<file path="src/rtl/branch_sequencer.sv">
// branch_sequencer: multi-cycle sequencer for conditional branches (beq, bne, blez, bgtz)
// in the MIPS multi-cycle core. After a start from the main control FSM it drives the ALU
// through a target computation cycle and a compare cycle, then resolves the branch.
//
// Ports:
//   clk_i            system clock, rising edge
//   reset_i          asynchronous active-high reset
//   start_i          one-cycle request from the main FSM, sampled only in IDLE
//   opcode_i         instruction[31:26], sampled with start_i
//   cond_in_i        branch-condition mux output (selected by branch_ctrl_o)
//   clear_counts_i   synchronous clear of both statistics counters
//   alu_src_a_o      0 = PC, 1 = register A
//   alu_src_b_o      00 = reg B, 01 = 4, 10 = 0, 11 = sign-extended offset << 2
//   alu_op_o         010 add, 110 sub, 000 idle
//   aluout_load_o    ALUOut register write enable
//   branch_ctrl_o    condition mux select: 00 bne, 01 blez, 10 beq, 11 bgtz
//   pc_write_cond_o  PCWriteCond
//   pc_source_o      1 = ALUOut to PC
//   busy_o           high in any state except IDLE
//   done_o           one-cycle pulse in FINISH or ERR
//   illegal_o        one-cycle pulse in ERR
//   taken_o          registered resolution of the last branch
//   taken_count_o    saturating count of taken branches
//   nottaken_count_o saturating count of not-taken branches
module branch_sequencer #(
    parameter int unsigned CNT_W = 16
) (
    input  logic             clk_i,
    input  logic             reset_i,
    input  logic             start_i,
    input  logic [5:0]       opcode_i,
    input  logic             cond_in_i,
    input  logic             clear_counts_i,
    output logic             alu_src_a_o,
    output logic [1:0]       alu_src_b_o,
    output logic [2:0]       alu_op_o,
    output logic             aluout_load_o,
    output logic [1:0]       branch_ctrl_o,
    output logic             pc_write_cond_o,
    output logic             pc_source_o,
    output logic             busy_o,
    output logic             done_o,
    output logic             illegal_o,
    output logic             taken_o,
    output logic [CNT_W-1:0] taken_count_o,
    output logic [CNT_W-1:0] nottaken_count_o
);

    typedef enum logic [2:0] {
        StIdle    = 3'd0,
        StTarget  = 3'd1,
        StCompare = 3'd2,
        StFinish  = 3'd3,
        StErr     = 3'd4
    } state_e;

    localparam logic [2:0] AluAdd  = 3'b010;
    localparam logic [2:0] AluSub  = 3'b110;
    localparam logic [2:0] AluIdle = 3'b000;

    state_e           state_q, state_d;
    logic [1:0]       branch_ctrl_q, branch_ctrl_d;
    logic             taken_q, taken_d;
    logic [CNT_W-1:0] taken_cnt_q, taken_cnt_d;
    logic [CNT_W-1:0] nottaken_cnt_q, nottaken_cnt_d;

    always_ff @(posedge clk_i or posedge reset_i) begin
        if (reset_i) begin
            state_q        <= StIdle;
            branch_ctrl_q  <= 2'b00;
            taken_q        <= 1'b0;
            taken_cnt_q    <= '0;
            nottaken_cnt_q <= '0;
        end else begin
            state_q        <= state_d;
            branch_ctrl_q  <= branch_ctrl_d;
            taken_q        <= taken_d;
            taken_cnt_q    <= taken_cnt_d;
            nottaken_cnt_q <= nottaken_cnt_d;
        end
    end

    // Next state and latched condition select
    always_comb begin
        state_d       = state_q;
        branch_ctrl_d = branch_ctrl_q;
        unique case (state_q)
            StIdle: begin
                if (start_i) begin
                    state_d = StTarget;
                    case (opcode_i)
                        6'h04:   branch_ctrl_d = 2'b10; // beq
                        6'h05:   branch_ctrl_d = 2'b00; // bne
                        6'h06:   branch_ctrl_d = 2'b01; // blez
                        6'h07:   branch_ctrl_d = 2'b11; // bgtz
                        default: state_d       = StErr; // select left untouched
                    endcase
                end
            end
            StTarget:  state_d = StCompare;
            StCompare: state_d = StFinish;
            StFinish:  state_d = StIdle;
            StErr:     state_d = StIdle;
            default:   state_d = StIdle;
        endcase
    end

    // Resolution and saturating statistics; clear wins over a same-edge increment
    always_comb begin
        taken_d        = taken_q;
        taken_cnt_d    = taken_cnt_q;
        nottaken_cnt_d = nottaken_cnt_q;
        if (state_q == StCompare) begin
            taken_d = cond_in_i;
            if (cond_in_i) begin
                if (taken_cnt_q != {CNT_W{1'b1}}) begin
                    taken_cnt_d = taken_cnt_q + CNT_W'(1);
                end
            end else begin
                if (nottaken_cnt_q != {CNT_W{1'b1}}) begin
                    nottaken_cnt_d = nottaken_cnt_q + CNT_W'(1);
                end
            end
        end
        if (clear_counts_i) begin
            taken_cnt_d    = '0;
            nottaken_cnt_d = '0;
        end
    end

    // Moore output decode: depends only on state_q and branch_ctrl_q
    always_comb begin
        alu_src_a_o     = 1'b0;
        alu_src_b_o     = 2'b00;
        alu_op_o        = AluIdle;
        aluout_load_o   = 1'b0;
        pc_write_cond_o = 1'b0;
        pc_source_o     = 1'b0;
        busy_o          = 1'b0;
        done_o          = 1'b0;
        illegal_o       = 1'b0;
        unique case (state_q)
            StIdle: ;
            StTarget: begin
                busy_o        = 1'b1;
                alu_src_b_o   = 2'b11;
                alu_op_o      = AluAdd;
                aluout_load_o = 1'b1;
            end
            StCompare: begin
                busy_o          = 1'b1;
                alu_src_a_o     = 1'b1;
                // beq/bne compare against B; blez/bgtz compare against zero
                alu_src_b_o     = branch_ctrl_q[0] ? 2'b10 : 2'b00;
                if (branch_ctrl_q == 2'b00 || branch_ctrl_q == 2'b10) begin
                    alu_src_b_o = 2'b00;
                end
                alu_op_o        = AluSub;
                pc_write_cond_o = 1'b1;
                pc_source_o     = 1'b1;
            end
            StFinish: begin
                busy_o = 1'b1;
                done_o = 1'b1;
            end
            StErr: begin
                busy_o    = 1'b1;
                done_o    = 1'b1;
                illegal_o = 1'b1;
            end
            default: ;
        endcase
    end

    assign branch_ctrl_o    = branch_ctrl_q;
    assign taken_o          = taken_q;
    assign taken_count_o    = taken_cnt_q;
    assign nottaken_count_o = nottaken_cnt_q;

endmodule

</file>
<file path="config.mk">
export PLATFORM = sky130hd
export DESIGN_NAME = branch_sequencer
export DESIGN_NICKNAME = d
export VERILOG_FILES = /design/src/rtl/branch_sequencer.sv
export SDC_FILE = /design/constraint.sdc
export NUM_CORES = 1
export LEC_CHECK = 0
export CORE_MARGIN = 2
export CORE_UTILIZATION = 40
export CTS_CLUSTER_DIAMETER = 200
export DETAILED_ROUTE_END_ITERATION = 8
export GPL_TIMING_DRIVEN = 0
export PLACE_DENSITY = 0.69
export SLEW_MARGIN = 25
export SYNTH_ARGS = -nofsm -noshare
export SYNTH_HDL_FRONTEND = slang
export SYNTH_SLANG_ARGS = --single-unit
export TNS_END_PERCENT = 20
</file>
<file path="constraint.sdc">
create_clock -name clk_i -period 2.3 [get_ports clk_i]
set_input_delay 0.46 -clock clk_i [delete_from_list [all_inputs] [get_ports clk_i]]
set_output_delay 0.46 -clock clk_i [all_outputs]
set_load 0.005 [all_outputs]
</file>
# Word level (Yosys, flattened, before mapping)

Index checks and enable logic that the tools add are counted.

Equal/unequal tests: 13
Add/subtract/negate cells: 2
Reduce and logical (&&, ||, !) cells: 14
Mux-type cells: 21

Operators with widths:

| operator                | count |
|---|---|
| $mux W16                | 8 |
| $add A16 B1 Y16 const B | 2 |
| $ne A16 B16 Y1 const B  | 2 |
| $eq A6 B3 Y1 const B    | 4 |
| $pmux W3 S3             | 1 |
| $reduce_and A3 Y1       | 3 |
| $pmux W2 S4             | 1 |
| $reduce_bool A2 Y1      | 4 |
| $reduce_or A4 Y1        | 2 |
| $eq A3 B2 Y1 const B    | 2 |
| $mux W3                 | 2 |
| $pmux W3 S2             | 1 |
| $mux W1                 | 5 |
| $mux W2                 | 2 |
| $pmux W2 S2             | 1 |
| $reduce_bool A4 Y1      | 1 |
| $eq A3 B1 Y1 const B    | 1 |
| $eq A3 B3 Y1 const B    | 1 |
| $logic_not A3 Y1        | 1 |
| $eq A2 B2 Y1 const B    | 1 |
| $logic_not A2 Y1        | 1 |
| $ne A2 B1 Y1 const B    | 1 |
| $ne A2 B2 Y1 const B    | 1 |
| $reduce_or A2 Y1        | 1 |
| $logic_or A1 B1 Y1      | 1 |

Output and inout bits: 47
Logic and storage cells: 55
Input port bits: 11
Bits in registers: 38

# Longest topological paths before layout

Word-level depth: 5
Gate-level depth with buffers: 7
Depth with buffers taken out: 6

# Least setup slack after synthesis

OpenSTA, ideal clock, no wires.

Kind: flip-flop to flip-flop
Start point: register nottaken_cnt_q[0], in the netlist nottaken_count_o[0]
End point: register nottaken_cnt_q[6], in the netlist nottaken_count_o[6]
Slack: 0.399 ns
Clock period less this slack: 1.901 ns
Setup time: 0.118 ns
Data arrival time: 1.783 ns
Cell stages (with the launch flop): 7
Path buffers: 0
Data required time: 2.182 ns
Cells stage by stage: dfrtp_1 ha_1 nand4_1 nor4_2 nor4b_1 xor2_1 nor2b_1

Cells in the longest elaborated chain, start to end: 5
Elaborated cells on any way between the ends: 8
Those cells by class: add/sub (1); eq/ne (1); mux (4); reduce/logical (2)

Ends and longest elaborated chain:

| what                   | RTL line | RTL |
|---|---|---|
| start, declared        | 65       | `logic [CNT_W-1:0] nottaken_cnt_q, nottaken_cnt_d;` |
| start signal, assigned | 79       | `nottaken_cnt_q <= nottaken_cnt_d;` |
| $add A16 B1 Y16        | 121      | `nottaken_cnt_d = nottaken_cnt_q + CNT_W'(1);` |
| $mux W16               | 120      | `if (nottaken_cnt_q != {CNT_W{1'b1}}) begin` |
| $mux W16               | 115      | `if (cond_in_i) begin` |
| $mux W16               | 113      | `if (state_q == StCompare) begin` |
| $mux W16               | 125      | `if (clear_counts_i) begin` |

Several ways; a longest one is shown, not always the timed one. The select of a mux whose other input is x is not followed.
A chain may end at the register's enable or synchronous reset.

# Final worst setup path

Start point: register state_q[1]
End point: output alu_src_b_o[1]

Cells in the longest elaborated chain, start to end: 2
Elaborated cells on any way between the ends: 3
Those cells by class: eq/ne (2); mux (1)

Ends and longest elaborated chain:

| what                                         | RTL line | RTL |
|---|---|---|
| start, declared                              | 61       | `state_e state_q, state_d;` |
| start signal, assigned                       | 69       | `state_q <= StIdle;` |
| start signal, assigned                       | 75       | `state_q <= state_d;` |
| $eq A3 B2 Y1 or $eq A3 B1 Y1 (tied branches) | 142      | `unique case (state_q)` |
| $pmux W2 S2 *                                | 142      |  |
| end, declared                                | 35       | `output logic [1:0] alu_src_b_o,` |

Every way passes the cells marked *; elsewhere a longest branch is shown, timed or not.

==> results.md <==
* Cts bufs inserted at 5
* Hold-fix buffers, CTS at 0
* Clock Sinks at 38
* Root Driver: clkbuf_8
* Area share of fa/ha/maj cells after synthesis at 1.20%
* Setup TNS at 0 ns
* Combinational power share at 34.8%
* Power Total at approximately 2.2 mW
* Critical-path maximum fanout at 10
* Worst clock skew at 0.0101 ns
* MaxCap Viol Count at 0
* Die height at 76.1 µm
* DP Wirelength at 3380 µm
* Compound-cell area share of the yosys netlist at 6.85%
* Post-Route WL at 4680 µm
* Switching share of power at 26.6%
* Worst Hold Class: primary input to asynchronous set/reset pin
* Top Ports at 58
* Clock Pin Slew Worst Setup and Hold Paths at 0.08 ns
* TritonCTS clock tree: yes
* Largest net degree at the start of global routing at 31
* Sw power at a little under 600 µW
* Peak Freq at 450 MHz
* Area after DPL at approximately 2800 µm²
* FP Rows at 26
* # port buffers at 56
* Multiplexer share of the synthesized area at under 10%
* GR Layer Usage met2 at 27.5%
* Latest clock arrival within the worst-skew pair at 0.29 ns
* Sequential Power Share at 34.4%
* Lkg Pwr at about 1.2 nW
* Design area at 2960 µm²
* Clock network power share at 30.8%
* Die X at 76.1 µm
* Synth Area in Simple Gates at around 30%
* Routed WL per cell at 13.2 µm
* Worst path arrival time at about 1.8 ns
* Max_slew headroom at between 50% and 60%
* RSZ-0062 raised after global routing: yes
* CP Launch Type: register
* Pre-antenna DRT Iters at 4
* R2R cell count at 8
* CP Capture Type: primary output
* Post-route ant nets at 0
* XOR/XNOR Fraction of Synth Area at 10.1%
* Status: finished clean
* Met3 usage at 5.33%
* Cell-internal power at about 1.6 mW
* Syn Area/Cell at roughly 9.6 µm²
* Nets at between 200 and 300
* Placeable core area at 5070 µm²
* Layout Area Growth over Synthesis at 42.1%
* Number of global-route vias before repair at 1,764
* Setup CP Type: register to primary output
* Final setup vio count at 0
* Inst Count DP at 343
* DRC errors left at 0
* Unique cell type count in the Yosys netlist at 47
* Worst slew pin tran at 0.598 ns
* Syn Inst Count at 216
* Initial antenna violation count at 0
* DP Worst Slack at -0.170 ns
* GRT overflow at 0
* CTS H-tree lvls at 2
* Max Buffers Root-to-Sink at 2
* Commonest cells after routing, fill and taps aside: clkdlybuf4s50_1 (52), dfrtp_1 (38), nor2_1 (29)
* Total GRT Usage at 16.9%
* Largest family of logic cells by synthesized area: simple AND/OR/NAND/NOR gates
* Mapped cell area at 2080 µm²
* First-pass GRT wire length at 8030 µm
* Post-route setup slack at 0.0789 ns
* Final hold violations at 0
* Met1 usage at 21.5%
* Initial Util at 41.0%
* Commonest non-fill, non-tap cell in the layout: clkdlybuf4s50_1
* RePlAce Congestion at 0.870
* Worst path required time at 1.84 ns
* Die ar. at about 5800 µm²
* Fraction of layout cells with a size suffix above 1 at 12.3%
* PD cells at 755 nW/µm²
* Post-route insts no fill at 354
* Minimum clock period at 2.22 ns
* Most Crowded Layer GR: met2
* Via count at 1,829
* Synthesized Nets at 229
* Ant. Diodes at 0
* Via-to-Cell Ratio at 5.17
* Peak supply drop at about 530 µV
* Initial drt markers at 90
* Part of the cycle the worst path needs at 96.6%
* Final Max Slew Viols at 0
* Register area share after synthesis at 45.7%
* Register bit count reported by yosys at 38
* Synth Warn # at 0
## per-stage QoR
| step | hold WS, ns | util [%] |
|---|---|---|
| floorplan | 0.473 | - |
| detailed placement | 0.491 | 54.2 |
| finish | 0.384 | 58.3 |
| global route | 0.393 | 58.3 |
| CTS | 0.390 | 57.9 |
| global placement | 0.476 | 53.8 |
## state kept, by name (all words and copies together), names as in the netlist
signal,cells
branch_ctrl_o,2
nottaken_count_o,16
state_q,3
taken_count_o,16
taken_o,1
## logic make-up (layout without fill, tap and decap cells)
family,Yosys count,after routing
buffers and inverters,16,84
DFF,38,38
and+or+nand+nor,109,109
muxes,3,3
AOI/OAI and AO/OA,23,23
other,1,1
xor gates and xnor gates,24,24
adders and majority gates,2,2
## metal layers
| metal | routed length, µm | share of wire [%] |
|---|---|---|
| met5 | 0 | 0 |
| met4 | 57 | 1.2 |
| met3 | 264 | 5.6 |
| met2 | 2260 | 48 |
| met1 | 2090 | 45 |
## critical path, stage by stage, from the launching register on
cell and delay [ns]:
dfrtp_1 0.38, buf_6 0.14, xnor2_1 0.13, nor2_1 0.18
o21a_1 0.15, clkdlybuf4s50_1 0.49
## power by group through the flow
stage | clock (mW) | sequential, mW | combinational, mW
after floorplan | 0 | 0.776 | 0.367
after global placement | 0 | 0.776 | 0.701
after detailed placement | 0 | 0.778 | 0.718
after CTS | 0.698 | 0.766 | 0.780
after global routing | 0.730 | 0.775 | 0.854
final | 0.689 | 0.768 | 0.778
## worst paths after layout
kind	startpoint	end	slack (ns)
max in group asynchronous	reset_i	taken_count_o[0]	1.50
setup reg to reg	state_q[0]	nottaken_count_o[11]	0.16
min in group clk_i	branch_ctrl_o[1]	branch_ctrl_o[1]	0.50
hold reg to reg	branch_ctrl_o[1]	branch_ctrl_o[1]	0.50
hold / removal	reset_i	nottaken_count_o[7]	0.38
setup / recovery	state_q[1]	alu_src_b_o[1]	0.08
## Yosys cell counts, drive strengths merged
master	count	area share, %
dfrtp	38	46
nor2	30	5.4
xor2	15	6.3
nand2	14	2.5
nand3	12	2.9
xnor2	9	3.8
buf	8	3.1
nor3	8	2.2
o21ai	7	1.7
a21oi	6	1.4
nand4	6	1.8
and3	5	1.5
clkbuf	5	0.90
nor4	5	2.5
nor4b	4	1.7
a31oi	3	0.90
and4	3	1.3
inv	3	0.54
nor2b	3	0.90
nor3b	3	1.1
and2	2	0.60
ha	2	1.2
mux2i	2	0.96
nand3b	2	0.72
nand4b	2	0.84
o31ai	2	0.96
or3	2	0.60
or4	2	0.72
a211oi	1	0.36
a311oi	1	0.42
and4bb	1	0.60
conb	1	0.18
mux2	1	0.54
nand2b	1	0.30
nand4bb	1	0.54
nor4bb	1	0.48
o211ai	1	0.36
o21a	1	0.36
o21bai	1	0.36
or2	1	0.30
or4b	1	0.48
## final cells by class
cell class                 count  area (µm²)
multi-input combinational    162        1070
tap                           70        87.6
buffer                        13         101
fill                         457        2120
clock buffer                   5        68.8
clock inverter                 3        68.8
sequential                    38         951
inverter                       3        11.3
timing repair buffer          60         599
## repair_timing
action,CTS,global route
pin swaps,0,1
gates resized for setup,8,8
setup endpoints to repair,7,18
buffers inserted,3,0
(Power assumes the default switching activity.)
==> patch: new RTL, same flow settings <==
Reset style: synchronous (`reset_i`), changed in one clocked block. Comments in the files are not updated.
--- a/src/rtl/branch_sequencer.sv
+++ b/src/rtl/branch_sequencer.sv
@@ -65,5 +65,5 @@
     logic [CNT_W-1:0] nottaken_cnt_q, nottaken_cnt_d;
 
-    always_ff @(posedge clk_i or posedge reset_i) begin
+    always_ff @(posedge clk_i) begin
         if (reset_i) begin
             state_q        <= StIdle;
Formal check against the unedited RTL: differs if reset_i is asserted again (counterexample within 4 cycles, from zero or initial values and one cycle with reset_i high); with reset_i held inactive, the same outputs for 10 cycles.
==> patch against the original RTL <==
Sequential cell count unchanged; die area down 2.4%; synthesized cell count up 11%; routed wire length up 8.6%; count of clock-buffer cells in the layout up 1; area after synthesis down 2.5%; worst setup slack worse by 0.0029 ns; via count up 13%; cell area down 3.1%; critical endpoint is now alu_op_o[1]; largest cell class unchanged.
Power is not compared: it rests on default switching activity, and its combinational part moved more than twofold at a synthesized area within 25%.
==> patch: results (changes against the original RTL) <==
outcome complete, no violations; XOR/XNOR Fraction of Synth Area 0.01295 (-0.08801); largest net degree at the start of global routing 13 (-58%); syn_nets 252 (+10%); Cell variety after synth 46 (-2.1%); GRT Util Overall 0.1892 (+0.02014); filler cell count 454 (-0.66%); placed cell area 2674 um2 (-2.8%); Mapped Cells 239 (+11%); die area 5660 um2 (-2.4%); Layout Nets 318 (+7.4%); Non-clock buffer share 0.2414 (+0.004493); Non-Clock Buffer Count 76 (+4.1%); Hold Path Class register to register; Post-Route M1 WL 2450 um (+17%); share of layout cells above drive strength 1 0.1111 (-0.01213); fin cells 373 (+5.4%); pre-CTS WS -0.2649 ns (-0.09456 ns); Placer Congestion 0.7896 (-9.3%); met1 usage 0.2535 (+0.03896); Fin Hold WS 0.4978 ns (+0.1137 ns); Final min period 2.224 ns (+0.002927 ns); CP max stage delay 0.43 ns (-0.06 ns); Avg WL per Cell 13.63 um (+3.1%); number of global-route vias before repair 1832 (+3.9%); crit path capture alu_op_o[1]; Detailed Place HPWL 3631 um (+7.5%); met2 wire length 2270 um (+0.27%); register area 762.0 um2 (-20%); FF-to-FF End taken_count_o[9]; Worst Reg-to-Reg Cells 7 (-1); met3 WL 313 um (+19%); reg2reg start taken_count_o[0]; met3 Use GR 0.04953 (-0.003786); comb_multi_in 181 (+12%); Layout clock buffers 6 (+1)
patch: cell types whose count changed after synthesis, moves of 7 or more:
cell / unedited run / this run
nor2_1: 30 / 8
o31ai_1: 1 / 9
dfrtp_1: 38 / 0
xor2_1: 15 / 1
o21ai_0: 7 / 14
or4_1: 2 / 9
xnor2_1: 9 / 2
or3_1: 2 / 12
a21oi_1: 6 / 23
dfxtp_1: 0 / 38
nand2_1: 14 / 24
patch: power groups by stage:
stage / clock (mW) / sequential, mW / combinational, mW
2_1_floorplan: 0 / 0.677 / 0.0378
3_3_place_gp: 0 / 0.677 / 0.0813
3_5_place_dp: 0 / 0.677 / 0.0810
4_1_cts: 0.719 / 0.662 / 0.0810
5_1_grt: 0.749 / 0.663 / 0.0892
6_report: 0.706 / 0.663 / 0.0816
patch: what timing repair did:
item,CTS,global route
buffers inserted,0,3
pin swaps,0,2
gates resized for setup,4,7
setup endpoints to repair,6,18
